$ cat src/rtl/frogger_pkg.sv
// Shared types and widths for the Frogger game-flow logic: state codes, output widths
// and the level-dependent car-move divisor.
package frogger_pkg;

  localparam int STATE_W = 3;
  localparam int LIVES_W = 3;
  localparam int LEVEL_W = 4;
  localparam int TIMER_W = 8;
  localparam int PHASE_W = 8;
  localparam int DIV_W   = 8;

  typedef enum logic [STATE_W-1:0] {
    IDLE      = 3'd0,
    PLAY      = 3'd1,
    DEATH     = 3'd2,
    LEVEL_UP  = 3'd3,
    GAME_OVER = 3'd4
  } state_t;

  // Cars speed up by one frame per level but never move faster than once per frame.
  function automatic logic [DIV_W-1:0] move_divisor(input int base_div,
                                                    input logic [LEVEL_W-1:0] level);
    int diff;
    diff = base_div - int'(level);
    if (diff < 1) diff = 1;
    return DIV_W'(diff);
  endfunction

endpackage

$ cat src/rtl/frogger_tick_div.sv
// Programmable frame-tick divider: pulses on the divisor-th enabled tick after a clear,
// in the same cycle as that tick.
module frogger_tick_div
  import frogger_pkg::*;
(
  input  logic             i_Clk,
  input  logic             reset,
  input  logic             i_Clear,
  input  logic             i_Enable,
  input  logic             i_Tick,
  input  logic [DIV_W-1:0] i_Divisor,
  output logic             o_Pulse
);

  logic [DIV_W-1:0] count_q;
  logic [DIV_W-1:0] count_d;
  logic             terminal;

  // A divisor of 0 behaves like 1; the widened add keeps count 255 from wrapping.
  always_comb begin
    terminal = ({1'b0, count_q} + {{DIV_W{1'b0}}, 1'b1}) >= {1'b0, i_Divisor};
    o_Pulse  = i_Enable && i_Tick && terminal;
    count_d  = count_q;
    if (i_Clear) begin
      count_d = '0;
    end else if (i_Enable && i_Tick) begin
      count_d = terminal ? '0 : count_q + DIV_W'(1);
    end
  end

  always_ff @(posedge i_Clk) begin
    if (reset) begin
      count_q <= '0;
    end else begin
      count_q <= count_d;
    end
  end

endmodule

$ cat src/rtl/frogger_game_sequencer.sv
// Frogger game-flow controller: IDLE/PLAY/DEATH/LEVEL_UP/GAME_OVER, lives, level and car pacing.
// Define FROGGER_TIMER_EN to add the per-life countdown that kills the frog when it runs out.
module frogger_game_sequencer
  import frogger_pkg::*;
#(
  parameter int LIVES        = 3,
  parameter int MAX_LEVEL    = 7,
  parameter int BASE_DIV     = 8,
  parameter int DEATH_FRAMES = 30,
  parameter int LEVEL_FRAMES = 30,
  parameter int TIMER_FRAMES = 255
) (
  input  logic               i_Clk,
  input  logic               reset,
  input  logic               i_Start,
  input  logic               i_Frame_Tick,
  input  logic               i_Hit,
  input  logic               i_Goal,
  output logic               o_Game_Active,
  output logic               o_Respawn,
  output logic               o_Move_Tick,
  output logic [LIVES_W-1:0] o_Lives,
  output logic [LEVEL_W-1:0] o_Level,
  output logic [STATE_W-1:0] o_State,
  output logic [TIMER_W-1:0] o_Timer
);

  state_t             state_q, state_d;
  logic [LIVES_W-1:0] lives_q, lives_d;
  logic [LEVEL_W-1:0] level_q, level_d;
  logic [PHASE_W-1:0] phase_q, phase_d;
  logic               respawn_q, respawn_d;
  logic               active_q;
  logic               state_entry;
  logic               phase_done;
  logic               timer_expire;

  always_comb begin
    state_d   = state_q;
    lives_d   = lives_q;
    level_d   = level_q;
    phase_d   = phase_q;
    respawn_d = 1'b0;

    phase_done = 1'b0;
    if (state_q == DEATH) begin
      phase_done = i_Frame_Tick && (phase_q == PHASE_W'(DEATH_FRAMES - 1));
    end else if (state_q == LEVEL_UP) begin
      phase_done = i_Frame_Tick && (phase_q == PHASE_W'(LEVEL_FRAMES - 1));
    end

    if (i_Frame_Tick && (state_q == DEATH || state_q == LEVEL_UP)) begin
      phase_d = phase_q + PHASE_W'(1);
    end

    case (state_q)
      IDLE: begin
        if (i_Start) begin
          state_d   = PLAY;
          lives_d   = LIVES_W'(LIVES);
          level_d   = '0;
          respawn_d = 1'b1;
        end
      end
      // A hit (or the life timer running out) takes priority over reaching the goal.
      PLAY: begin
        if (i_Hit || timer_expire) begin
          state_d = DEATH;
          lives_d = (lives_q == '0) ? '0 : lives_q - LIVES_W'(1);
        end else if (i_Goal) begin
          state_d = LEVEL_UP;
        end
      end
      DEATH: begin
        if (phase_done) begin
          if (lives_q == '0) begin
            state_d = GAME_OVER;
          end else begin
            state_d   = PLAY;
            respawn_d = 1'b1;
          end
        end
      end
      LEVEL_UP: begin
        if (phase_done) begin
          state_d   = PLAY;
          respawn_d = 1'b1;
          if (int'(level_q) < MAX_LEVEL) begin
            level_d = level_q + LEVEL_W'(1);
          end else begin
            level_d = LEVEL_W'(MAX_LEVEL);
          end
        end
      end
      GAME_OVER: begin
        lives_d = '0;
        if (i_Start) begin
          state_d = IDLE;
        end
      end
      default: begin
        state_d = IDLE;
      end
    endcase

    // Every state starts counting from zero; the tick that caused the change is not carried over.
    state_entry = (state_d != state_q);
    if (state_entry) begin
      phase_d = '0;
    end
  end

  always_ff @(posedge i_Clk) begin
    if (reset) begin
      state_q   <= IDLE;
      lives_q   <= '0;
      level_q   <= '0;
      phase_q   <= '0;
      respawn_q <= 1'b0;
      active_q  <= 1'b0;
    end else begin
      state_q   <= state_d;
      lives_q   <= lives_d;
      level_q   <= level_d;
      phase_q   <= phase_d;
      respawn_q <= respawn_d;
      active_q  <= (state_d == PLAY);
    end
  end

`ifdef FROGGER_TIMER_EN
  logic [TIMER_W-1:0] timer_q, timer_d;

  assign timer_expire = (state_q == PLAY) && i_Frame_Tick && (timer_q == TIMER_W'(1));

  always_comb begin
    timer_d = timer_q;
    if (state_d == PLAY && state_q != PLAY) begin
      timer_d = TIMER_W'(TIMER_FRAMES);
    end else if (state_q == PLAY && i_Frame_Tick && timer_q != '0) begin
      timer_d = timer_q - TIMER_W'(1);
    end
  end

  always_ff @(posedge i_Clk) begin
    if (reset) begin
      timer_q <= '0;
    end else begin
      timer_q <= timer_d;
    end
  end

  assign o_Timer = timer_q;
`else
  logic unused_timer_cfg;

  assign timer_expire     = 1'b0;
  assign o_Timer          = '0;
  assign unused_timer_cfg = ^TIMER_FRAMES;
`endif

  frogger_tick_div u_move_div (
    .i_Clk     (i_Clk),
    .reset     (reset),
    .i_Clear   (state_entry),
    .i_Enable  (state_q == PLAY),
    .i_Tick    (i_Frame_Tick),
    .i_Divisor (move_divisor(BASE_DIV, level_q)),
    .o_Pulse   (o_Move_Tick)
  );

  assign o_Game_Active = active_q;
  assign o_Respawn     = respawn_q;
  assign o_Lives       = lives_q;
  assign o_Level       = level_q;
  assign o_State       = state_q;

endmodule

$ cat config.mk
export PLATFORM = sky130hd
export DESIGN_NAME = frogger_game_sequencer
export DESIGN_NICKNAME = d
export VERILOG_FILES = /design/src/rtl/frogger_pkg.sv /design/src/rtl/frogger_tick_div.sv /design/src/rtl/frogger_game_sequencer.sv
export SDC_FILE = /design/constraint.sdc
export NUM_CORES = 1
export LEC_CHECK = 0
export CAP_MARGIN = 20
export CORE_ASPECT_RATIO = 1.2
export CORE_MARGIN = 4
export CORE_UTILIZATION = 63
export DETAILED_ROUTE_END_ITERATION = 7
export DONT_BUFFER_PORTS = 1
export PLACE_DENSITY_LB_ADDON = 0.1
export RECOVER_POWER = 25
export SETUP_SLACK_MARGIN = 0.15
export SYNTH_ARGS = -nofsm -noshare
export SYNTH_HDL_FRONTEND = slang
export SYNTH_SLANG_ARGS = --single-unit
$ cat constraint.sdc
create_clock -name i_Clk -period 4.2 [get_ports i_Clk]
set_clock_uncertainty 0.2 [all_clocks]
set_input_delay 0.84 -clock i_Clk [delete_from_list [all_inputs] [get_ports i_Clk]]
set_output_delay 0.84 -clock i_Clk [all_outputs]
set_load 0.005 [all_outputs]
Word-level counts from Yosys, hierarchy flattened
Index checks and enable logic that the tools add are counted.
Operators by class
  reduce and logical (&&, ||, !) cells: 12
  eq/ne operators: 10
  add/subtract/negate cells: 6
  mux-type cells: 25
  order comparisons: 3
Operators with widths (number)
  two-way mux 3 bit: 10
  adder 8 x 1 -> 8 bit (second input constant): 2
  two-way mux 8 bit: 2
  one-hot mux 3 bit (5 select lines): 1
  two-way mux 4 bit: 3
  adder 8 x 1 -> 9 bit (second input constant): 1
  greater-or-equal comparator 9 x 8 -> 1 bit: 1
  one-hot mux 3 bit (3 select lines): 1
  equality test 8 x 5 -> 1 bit (second input constant): 1
  one-hot mux 4 bit (2 select lines): 1
  equality test 3 x 1 -> 1 bit (second input constant): 2
  equality test 3 x 2 -> 1 bit (second input constant): 2
  zero test 3 bit: 2
  two-way mux 1 bit: 6
  != test 2 bit (second input constant): 3
  AND reduction 3 bit: 2
  < comparator 5 x 2 -> 1 bit (second input constant): 1
  subtractor 4 x 4 -> 5 bit (first input constant): 1
  adder 4 x 1 -> 4 bit (second input constant): 1
  logical AND 1 bit: 4
  < comparator 4 x 3 -> 1 bit (second input constant): 1
  equality test 3 bit (second input constant): 1
  != test 3 bit: 1
  one-hot mux 1 bit (3 select lines): 1
  5 further kinds: 5
Storage, ports and cells
  logic and storage cells: 63
  register bits: 28
  bits of input ports: 6

Longest topological paths before layout
Gate-level depths: netlist (run 1).
  depth after elaboration: 8
  depth in mapped cells: 13

By module
A second synthesis (run 1) with hierarchy kept.
Second synthesis, totals
  cells, all modules: 253
  area, all modules: 2048.2 µm²
By module, submodules not included
  frogger_game_sequencer: area each 1322.5 µm², instances 1, seq. area each 400.4 µm², cells an instance 159
  frogger_tick_div: area each 725.7 µm², instances 1, seq. area each 160.2 µm², cells an instance 94

Worst setup path after synthesis (run 1)
No wires, ideal clock.
  path type: register -> output
  start point: register level_q[0] (netlist: o_Level[0])
  end point: output o_Move_Tick
  arrival time: 2.776 ns
  slack: 0.384 ns
  buffers on the path: 0
  data required time: 3.160 ns
  cell stages (with the launch flop): 13
  path through: dfxtp_1 -> inv_1 -> ha_1 -> nor2b_1 -> a22oi_1 -> nor3_1 -> ha_1 -> or2_2 -> ha_1 -> nand2b_1 -> a2111o_1 -> a21boi_4 -> a21oi_2
Between the ends
  longest elaborated chain between the ends: 5
RTL lines
  start: declaration: line frogger_game_sequencer.sv:30  | logic [LEVEL_W-1:0] level_q, level_d;
  start signal: assignment: line frogger_game_sequencer.sv:124  | level_q <= level_d;
  subtractor 4 x 4 -> 5 bit (*): line frogger_pkg.sv:24  | diff = base_div - int'(level);
  < comparator 5 x 2 -> 1 bit: line frogger_pkg.sv:25  | if (diff < 1) diff = 1;
  two-way mux 8 bit (*): line frogger_pkg.sv:25
  greater-or-equal comparator 9 x 8 -> 1 bit (*): line frogger_tick_div.sv:21  | terminal = ({1'b0, count_q} + {{DIV_W{1'b0}}, 1'b1}) >= {1'b0, i_Divisor};
  logical AND 1 bit (*): line frogger_tick_div.sv:22  | o_Pulse = i_Enable && i_Tick && terminal;
  end: declaration: line frogger_game_sequencer.sv:21  | output logic o_Move_Tick,
Every way passes the cells marked *; elsewhere a longest branch is shown, timed or not.

Final worst setup path (run 1)
  start point: register level_q[1] (netlist: o_Level[1])
  end point: output o_Move_Tick
The elaborated chain is that of the path after synthesis.

==> run metrics, run 1 <==
Total Wirelength 3780 um; Total Die Area 0.00420 mm^2; combinational share of power 14.5%; proportion of synthesized chip area in sequential cells 27.6%; count of buffers added by post-CTS timing repair for setup 0; First-pass DRT Iterations 4; clock slew seen by the registers of the worst setup and hold paths 0.14 ns; max layer used met4; tightest slew margin relative to the limit 58.5%; endpoints failing hold 0; fillers 279; switch share 27.4%; class of the tightest hold or removal check reg2reg; number of port buffers 0; overall global routing resource usage 19.3%; die boundary height 70.2 um; Setup Crit Path Kind reg2out; number of max-cap violations 0; number of antenna violations at the first check in global routing 0; clock latency at the later pin of the worst-skew pair 0.32 ns; Post-Syn Instances 249; effective utilization at floorplan 65.9%; Worst path top cell family by delay compound AO/OA/AOI/OAI gates; start point of the worst min-delay path u_move_div.count_q[1]; met3 routed WL 177 um; Critical Path RT 3.16 ns; launching instance or port of the critical path o_Level[1]; share of cell area taken by muxes after synthesis 2.71%; Final TNS setup 0 ns; HPWL after detailed placement 2790 um; maximum frequency from static timing analysis 0.253 GHz; vias in the first global route 1567; Internal 331 uW; Post-DRT Antenna Nets 0; flop and latch count out of synthesis 28; # clock sinks 28; H-Tree Depth 1; maximum ir drop on the vdd rail 210 uV; met1 layer wirelength in the final routing 1720 um; pin count of the biggest net entering global routing 17; number of buffers on the longest clock path 2; number of rows in the core area 22; adder and majority gate portion of the synthesized area 9.86%; total net switching power 125 uW; CP startpoint kind flop; routed length on met2 1860 um; number of buffer and inverter stages on the critical path 1; Post-route DRC 0; slew at the pin closest to its max-slew limit 0.622 ns; Worst Path Max Fanout 7; Mapped Area 0.00203 mm^2; status finished clean; n_diodes 0; data arrival time of the worst path 2.92 ns; count of routing violations after the opening detailed-route iteration 55; CP endpoint kind output pin; Worst R2R Start o_Level[1]; power density normalized to cell area 220 mW/mm^2; setup repair after global routing missed its margin false; Post-synth ARST share 0%; area share of and/or/nand/nor cells after synthesis 32.7%; crit path cell chain inv_2, ha_4, nor2b_4, a22oi_2, nor3_1, ha_1, or2_4, ha_4, nand2b_1, a2111o_1, a21boi_4, a21oi_2; TritonCTS clock tree yes; static leakage power 0.000817 uW; count of final max-slew check failures 0; share of cells above drive strength 1 11.9%; sequential fraction of design power 62.4%; xor and xnor fraction of the mapped netlist area 6.47%; largest incremental delay on the critical path 0.42 ns; number of ports placed on the die boundary 27; most frequent cell on the critical path ha_4; number of different library cells in the post-synthesis netlist 48; number of synthesized flops with an enable pin 0; gpl congestion 0.775; WHS 0.304 ns; detailed-route via count 1663; Mean Syn Cell Area 8.16 um^2; clock power share 23.1%; clock tree root buffer cell clkbuf_4; post-synthesis to final-layout area growth 2.16%; setup violation total in the final timing report 0; count of yosys warnings during synthesis 0; ratio of routed vias to standard cells 5.96; post-DR wirelength/cell 13.5 um; Core Footprint 0.00308 mm^2; largest family of logic cells by synthesized area simple AND/OR/NAND/NOR gates; most instantiated flip-flop cell in the synthesis netlist dfxtp_1; area of the multi-input gates 0.00138 mm^2; final core occ 67.3%; minimum period implied by the final worst setup slack 3.96 ns; width of the die 59.8 um; total overflow reported by the global router 0; wire length of the first global-routing pass 6690 um; final period utilization 94.3%; number of clock buffers inserted by TritonCTS 3; area used by sequential logic in the layout 564 um^2; Max stage delay cell, worst path dfxtp_4; fraction of the mapped netlist area in compound gates 12.9%; final net count 267
==> synthesized netlist by cell type, types with 2 or more instances <==
master    number  area share (%)
nor3_1        17             4.2
clkbuf_1       4            0.74
nand2_1       19             3.5
a21oi_1       10             2.5
buf_4          9             3.3
a21o_1         2            0.74
a31oi_1        2            0.62
nor2_1        26             4.8
nand4_1       11             3.4
nor2b_1        5             1.5
xnor2_1        7             3.0
dfxtp_1       28              28
nand2b_1       5             1.5
and3_1         4             1.2
buf_2          5             1.2
o21a_1         2            0.74
nor3b_1        3             1.1
a211oi_1       2            0.74
inv_1         11             2.0
ha_1          16             9.9
mux2i_1        4             2.0
or2_2          4             1.2
nand4b_1       4             1.7
nand3_1       17             4.2
xor2_1         8             3.5
a22oi_1        2            0.74
==> cells by family (layout without fill, tap and decap cells) <==
family	Yosys count	count (layout)
AND/OR/NAND/NOR	122	122
AO/OA/AOI/OAI	32	32
buffers and inverters	30	17
flip-flops	28	28
adder cells (fa/ha/maj)	16	16
XOR/XNOR	15	15
multiplexers	5	5
other	1	8
==> worst reg2reg max path: cells and delay by family (launching register included) <==
family	cells	cell delay (ns)
AO/OA/AOI/OAI	3	0.98
adder cells (fa/ha/maj)	3	0.69
buffers and inverters	1	0.05
flip-flops	1	0.42
AND/OR/NAND/NOR	6	0.88
==> power by group through the flow <==
stage	clock (uW)	combinational, uW	sequential, uW
CTS	112	66.1	285
global route	123	76.6	287
finish	105	66.0	285
floorplan	0	68.5	285
detailed placement	0	65.4	291
global placement	0	64.2	291
==> state kept, by name, summed over array words and instances, names as in the netlist <==
| register | flops |
|---|---|
| phase_q | 8 |
| u_move_div.count_q | 8 |
| o_Level | 4 |
| o_Lives | 3 |
| o_State | 3 |
| o_Game_Active | 1 |
| o_Respawn | 1 |
==> layer usage <==
layer / track usage [%] / vias to the layer above
li1: - / 849
met1: 26.4 / 783
met2: 30.8 / 29
met3: 3.70 / 2
met4: 4.19 / 0
met5: 0 / -
==> worst paths after layout <==
check / to / slack [ns] / cells past startpoint
setup / recovery: o_Move_Tick / 0.24 / 12
setup reg to reg: u_move_div.count_q[5] / 0.92 / 13
hold reg to reg: u_move_div.count_q[1] / 0.30 / 2
hold / removal: u_move_div.count_q[1] / 0.30 / 2
==> final cells by class <==
| type | instances | area share [%] |
|---|---|---|
| clock buffer | 3 | 1.09 |
| inverter | 11 | 1.99 |
| multi-input combinational | 198 | 66.5 |
| sequential | 28 | 27.2 |
| tap | 36 | 2.17 |
| timing repair buffer | 3 | 1.09 |
==> layout by cell type, fill, tap and decap left out, drive strengths merged, types with 3 or more instances in the layout <==
cell type | synthesis | layout
a21boi | 3 | 3
a21oi | 12 | 12
and3 | 4 | 4
buf | 14 | 3
clkbuf | 5 | 3
conb | 1 | 8
dfxtp | 28 | 28
ha | 16 | 16
inv | 11 | 11
mux2i | 4 | 4
nand2 | 19 | 19
nand2b | 5 | 5
nand3 | 18 | 18
nand4 | 11 | 11
nand4b | 4 | 4
nor2 | 26 | 26
nor2b | 5 | 5
nor3 | 18 | 18
nor3b | 3 | 3
or2 | 4 | 4
xnor2 | 7 | 7
xor2 | 8 | 8
==> stage by stage <==
step | cell area [um^2] | total power, uW | instances | worst slack [ns]
finish | 2070 | 456 | 279 | 0.241
global route | 2070 | 486 | 279 | 0.150
CTS | 2080 | 463 | 279 | 0.172
detailed placement | 2010 | 356 | 276 | 0.308
global placement | 2010 | 355 | 276 | 0.380
floorplan | 2060 | 353 | 256 | 0.384
==> what timing repair did <==
item,4_1_cts,5_1_grt
setup endpoints to repair,1,1
gates resized for setup,10,3
pin swaps,7,3
hold buffers,0,0
Power figures use the tool's default switching activity.
==> run 2, diff against run 1 <==
--- a/config.mk
+++ b/config.mk
@@ -11,9 +11,11 @@
 export CORE_UTILIZATION = 63
 export DETAILED_ROUTE_END_ITERATION = 7
 export DONT_BUFFER_PORTS = 1
+export GPL_TIMING_DRIVEN = 0
 export PLACE_DENSITY_LB_ADDON = 0.1
 export RECOVER_POWER = 25
 export SETUP_SLACK_MARGIN = 0.15
 export SYNTH_ARGS = -nofsm -noshare
 export SYNTH_HDL_FRONTEND = slang
+export SYNTH_HIERARCHICAL = 1
 export SYNTH_SLANG_ARGS = --single-unit
==> run 2 against run 1 <==
Flip-flop and latch count unchanged. Core utilization up 6.0 points. Worst setup slack better by 0.013 ns. Fmax up 0.32%. Sequential power down 2%. Synthesized cell count up 1.6%. Count of clock-buffer cells in the layout up 1. Clock power up 27%. First-iteration DRC count down 5.5%. Power up 7.9%. Worst hold slack better by 0.041 ns. Non-clock buffer count up 26. Critical path type unchanged. Largest cell class unchanged.
==> run metrics, run 2 <==
flop and latch count out of synthesis 28; final net count 293; sequential fraction of design power 56.8%; summed area of non-filler cells in the final layout 0.00226 mm^2; min setup slack post-route 0.254 ns; gpl congestion 0.834; Total Wirelength 4120 um; leading post-synthesis cells by instance count dfxtp_1, nand2_1, nor3_1; count of routing violations after the opening detailed-route iteration 52; H-Tree Depth 1; final period utilization 94.0%; Mean Syn Cell Area 8.10 um^2; leading cell type in the layout, fill and taps excluded dfxtp_1; # clock sinks 28; Mapped Area 0.00205 mm^2; effective utilization at floorplan 66.4%; largest incremental delay on the critical path 0.41 ns; pin count of the biggest net entering global routing 16; instance count on the critical path 14; clock power share 27.0%; Worst Path Max Fanout 7; ratio of routed vias to standard cells 5.88; crit path cell chain inv_2, ha_4, nor2b_4, a22oi_1, nor3_1, ha_2, nor2_2, inv_1, ha_1, a21o_1, a221oi_2, o31a_2, buf_6, a21oi_4; width of the die 60.1 um; Post-route DRC 0; Critical Path RT 3.16 ns; total power 492 uW; portion of synthesized cell area occupied by the leading cell type 27.4%; ranking of synthesized cells by area dfxtp_1, ha_1, nor3_1; power density normalized to cell area 218 mW/mm^2; proportion of synthesized chip area in sequential cells 27.4%; Max stage delay cell, worst path dfxtp_4; HPWL after detailed placement 2990 um; Post-Syn Instances 253; tightest slew margin relative to the limit 51.3%; Internal 359 uW; number of rows in the core area 22; clock tree root buffer cell clkbuf_4; overall global routing resource usage 19.5%; Hold Path Cell Cnt 2; worst setup timing slack at the placement stage 0.258 ns; share of cells above drive strength 1 20.2%; FF-to-FF path depth 16; data arrival time of the worst path 2.91 ns; Core Footprint 0.00308 mm^2; clock slew seen by the registers of the worst setup and hold paths 0.15 ns; CP endpoint kind output pin; Total Die Area 0.00423 mm^2; n_diodes 0; Placed Instance Area 0.00212 mm^2; detailed-route via count 1812; number of buffer and inverter stages on the critical path 3; commonest non-fill, non-tap cells in the layout dfxtp_1, nand2_1, nor3_1, buf_4, a21oi_1; combinational share of power 16.2%; total overflow reported by the global router 0; count of final max-slew check failures 0; WHS 0.345 ns; Final TNS setup 0 ns; static leakage power 0.000843 uW; setup violation total in the final timing report 0; number of ports placed on the die boundary 27; Setup Crit Path Kind reg2out; First-pass DRT Iterations 6; post-synthesis to final-layout area growth 10.3%; number of buffers on the longest clock path 2; Post-DRT Antenna Nets 0; Post-synth ARST share 0%; TritonCTS clock tree yes; post-DR wirelength/cell 13.4 um; switch share 27.0%; total net switching power 133 uW; number of synthesized flops with an enable pin 0; minimum period implied by the final worst setup slack 3.95 ns; Worst path top cell family by delay compound AO/OA/AOI/OAI gates; number of clock buffers inserted by TritonCTS 3; die boundary height 70.5 um; wire length of the first global-routing pass 6690 um; cell type with the largest total area after synthesis dfxtp_1; maximum frequency from static timing analysis 0.253 GHz; number of different library cells in the post-synthesis netlist 55; class of the tightest hold or removal check reg2reg; number of antenna violations at the first check in global routing 0; vias in the first global route 1562; status finished clean; clock latency at the later pin of the worst-skew pair 0.33 ns; slew at the pin closest to its max-slew limit 0.720 ns; setup repair after global routing missed its margin false; endpoints failing hold 0; number of max-cap violations 0; maximum ir drop on the vdd rail 190 uV; fillers 259; most instantiated flip-flop cell in the synthesis netlist dfxtp_1; number of port buffers 0; most instantiated library cell after synthesis dfxtp_1; count of yosys warnings during synthesis 6; CP startpoint kind flop
==> run 2: kinds of logic (layout without fill, tap and decap cells) <==
logic type	Yosys count	in the layout	synth area share, %
multiplexers	1	1	0.550
flip-flops	28	28	27.4
adder cells (fa/ha/maj)	14	14	8.55
XOR/XNOR	15	15	6.41
other	1	8	0.183
AO/OA/AOI/OAI	45	45	14.5
AND/OR/NAND/NOR	116	116	33.3
buffers and inverters	33	45	9.16
==> run 2: routing by layer <==
| layer | vias up | track usage (%) | part of all wire (%) |
|---|---|---|---|
| met5 | - | 0 | 0 |
| met4 | 0 | 3.69 | 1.0 |
| met3 | 5 | 2.77 | 2.4 |
| met2 | 24 | 34.4 | 51 |
| met1 | 851 | 24.5 | 45 |
| li1 | 932 | - | - |
==> run 2: path summary, 6_finish.rpt <==
path | from | slack [ns] | endpoint
setup / recovery | o_Level[1] | 0.25 | o_Move_Tick
hold / removal | u_move_div/count_q[6] | 0.35 | u_move_div/count_q[6]
setup reg to reg | o_Level[1] | 1.06 | u_move_div/count_q[5]
hold reg to reg | u_move_div/count_q[6] | 0.35 | u_move_div/count_q[6]
==> run 2: through the flow <==
stage	cells	utilization [%]
5_1_grt	308	73.3
4_1_cts	302	70.7
3_5_place_dp	296	68.8
6_report	308	73.3
2_1_floorplan	260	-
3_3_place_gp	296	68.8
==> run 2: power groups by stage <==
stage	combinational (uW)	clock [uW]	sequential [uW]
3_3_place_gp	78.2	0	286
3_5_place_dp	79.2	0	287
2_1_floorplan	66.4	0	284
4_1_cts	79.3	137	280
5_1_grt	88.9	148	281
6_report	79.5	133	279
==> run 2: worst reg2reg max path, stage by stage (launching register included) <==
cell and delay, ns:
dfxtp_4 0.41, inv_2 0.07, ha_4 0.14, nor2b_4 0.17, a22oi_1 0.08, nor3_1 0.19
ha_2 0.33, nor2_2 0.10, inv_1 0.05, ha_1 0.18, a21o_1 0.18, a221oi_2 0.26
o31a_2 0.22, buf_6 0.14, buf_4 0.12, nand3_1 0.08, a31oi_1 0.17
==> run 2: cell type report <==
class | count | area (um^2) | share of cell area (%)
clock buffer | 4 | 36.3 | 1.61
inverter | 12 | 45.0 | 1.99
multi-input combinational | 199 | 1370 | 60.6
sequential | 28 | 568 | 25.1
timing repair buffer | 8 | 56.3 | 2.49
tap | 36 | 45.0 | 1.99
buffer | 21 | 140 | 6.20
==> run 2: timing repair <==
| action | in CTS | in global routing |
|---|---|---|
| resized for setup | 5 | 18 |
| pin swaps | 1 | 6 |
| setup endpoints to repair | 1 | 1 |
| buffers inserted | 2 | 6 |
| hold buffers | 0 | 0 |
==> run 3, diff against run 2 <==
--- a/config.mk
+++ b/config.mk
@@ -8,9 +8,8 @@
 export CAP_MARGIN = 20
 export CORE_ASPECT_RATIO = 1.2
 export CORE_MARGIN = 4
-export CORE_UTILIZATION = 63
+export CORE_UTILIZATION = 55
 export DETAILED_ROUTE_END_ITERATION = 7
-export DONT_BUFFER_PORTS = 1
 export GPL_TIMING_DRIVEN = 0
 export PLACE_DENSITY_LB_ADDON = 0.1
 export RECOVER_POWER = 25
==> run 3 against run 2 <==
Combinational power increased by 23%. Non-clock buffer count increased by 33. Power increased by 4.8%. Clock power increased by 5%. Critical path type is now reg2reg. Highest routed layer unchanged.
==> run metrics, run 3 (synthesis gave the netlist of run 2 again) <==
number of max-cap violations 0; vias in the first global route 1931; share of cells above drive strength 1 24.7%; post-DR wirelength/cell 14.9 um; commonest non-fill, non-tap cells in the layout dfxtp_1, nand2_1, buf_6, buf_4, nor3_1; maximum ir drop on the vdd rail 165 uV; Internal 381 uW; minimum period implied by the final worst setup slack 4.12 ns; number of buffer and inverter stages on the critical path 16; clock latency at the later pin of the worst-skew pair 0.26 ns; Critical path destination u_move_div/count_q[4]; number of port buffers 18; Worst path top cell family by delay buffers and inverters; instance count on the critical path 28; class of the tightest hold or removal check reg2reg; endpoint of the most critical register-to-register path u_move_div/count_q[4]; largest incremental delay on the critical path 0.35 ns; total overflow reported by the global router 0; Critical Path RT 4.14 ns; Worst R2R Start o_Level[0]; number of buffers on the longest clock path 2; Worst Path Max Fanout 4; worst reg2reg setup slack 0.08 ns; effective utilization at floorplan 56.8%; post-synthesis to final-layout area growth 29.6%; ratio of routed vias to standard cells 5.78; maximum frequency from static timing analysis 0.243 GHz; clock tree root buffer cell clkbuf_8; # clock sinks 28; CP startpoint kind flop; endpoints failing hold 0; summed area of non-filler cells in the final layout 0.00265 mm^2; total power 515 uW; count of final max-slew check failures 0; overall global routing resource usage 21.8%; static leakage power 0.00102 uW; detailed-route via count 1982; Total Die Area 0.00477 mm^2; Post-route DRC 0; most frequent cell on the critical path buf_6; status finished clean; sequential fraction of design power 54.0%; gpl congestion 0.873; clock power share 27.1%; number of antenna violations at the first check in global routing 0; setup repair after global routing missed its margin true; TritonCTS clock tree yes; Post-Place Cells 317; power density normalized to cell area 194 mW/mm^2; setup violation total in the final timing report 0; CP endpoint kind flop; fillers 283; Max stage delay cell, worst path dfxtp_4; Post-DRT Antenna Nets 0; launching instance or port of the critical path o_Level[0]; final period utilization 98.2%; number of ports placed on the die boundary 27; worst setup timing slack at the placement stage -0.211 ns; switch share 26.1%; count of routing violations after the opening detailed-route iteration 92; combinational share of power 19.0%; final net count 326; n_diodes 0; Placed Instance Area 0.00230 mm^2; Final Instance Count excl. Fillers 343; H-Tree Depth 1; total net switching power 134 uW; die boundary height 74.9 um; clock slew seen by the registers of the worst setup and hold paths 0.09 ns; number of clock buffers inserted by TritonCTS 3; area used by sequential logic in the layout 569 um^2; Core Footprint 0.00360 mm^2; Total Wirelength 5120 um; FF-to-FF path depth 28; area of the multi-input gates 0.00140 mm^2; First-pass DRT Iterations 4; WHS 0.348 ns; wire length of the first global-routing pass 8450 um; slew at the pin closest to its max-slew limit 0.530 ns; min setup slack post-route 0.0771 ns; leading cell type in the layout, fill and taps excluded dfxtp_1; tightest slew margin relative to the limit 64.3%; data arrival time of the worst path 4.06 ns; Setup Crit Path Kind reg2reg; HPWL after detailed placement 3150 um; number of rows in the core area 24; width of the die 63.7 um; pin count of the biggest net entering global routing 15
-- run 3: changes by cell type in the layout (fill, tap and decap cells not counted), moves of 2 or more --
cell             delta
buf_4               +2
buf_6              +16
clkbuf_4            -3
dlygate4sd3_1       +7
clkdlybuf4s50_1    +10
clkbuf_8            +2
-- run 3: how the worst min path moves through the flow --
stage | startpoint | end | slack, ns | depth (start not counted)
global route | u_move_div/count_q[6] | u_move_div/count_q[6] | 0.37 | 2
CTS | u_move_div/count_q[6] | u_move_div/count_q[6] | 0.34 | 2
global placement | u_move_div/count_q[6] | u_move_div/count_q[6] | 0.31 | 2
finish | u_move_div/count_q[0] | u_move_div/count_q[0] | 0.35 | 2
detailed placement | u_move_div/count_q[6] | u_move_div/count_q[6] | 0.33 | 2
floorplan | u_move_div/count_q[6] | u_move_div/count_q[6] | 0.29 | 2
-- run 3: layer usage --
| layer | track usage (%) | wire [um] | up-vias |
|---|---|---|---|
| met5 | 0 | 0 | - |
| met4 | 7.19 | 46 | 0 |
| met3 | 2.24 | 127 | 4 |
| met2 | 42.0 | 2780 | 45 |
| met1 | 25.3 | 2170 | 941 |
| li1 | - | - | 992 |
-- run 3: per-stage QoR --
step                setup TNS (ns)  utilization [%]
floorplan                        0                -
global placement            -0.156             63.9
detailed placement          -0.211             63.9
CTS                              0             71.8
global route                -0.127             73.6
finish                           0             73.6
-- run 3: area by class of cell --
class / instances / share of cell area [%]
timing repair buffer: 41 / 15.2
buffer: 21 / 5.66
sequential: 28 / 21.5
tap: 39 / 1.84
multi-input combinational: 199 / 52.6
clock buffer: 3 / 1.56
inverter: 12 / 1.70
-- run 3: worst min-delay path, cell delays in order (launching register included) --
cell     delay [ns]
dfxtp_1        0.37
nand2_1        0.07
a21oi_1        0.06
-- run 3: power by group through the flow --
stage / registers [uW] / logic (uW) / clock network (uW)
detailed placement: 285 / 98.6 / 0
floorplan: 284 / 66.4 / 0
global route: 279 / 108 / 153
CTS: 278 / 99.0 / 148
finish: 278 / 97.7 / 139
global placement: 285 / 96.9 / 0
-- run 3: repair_timing --
| item | in CTS | in global routing |
|---|---|---|
| endpoints found under the hold margin | 0 | 0 |
| buffers inserted | 22 | 1 |
| resized for setup | 26 | 20 |
| pin swaps | 12 | 10 |
| hold buffers | 0 | 0 |
| setup endpoints to repair | 1 | 4 |
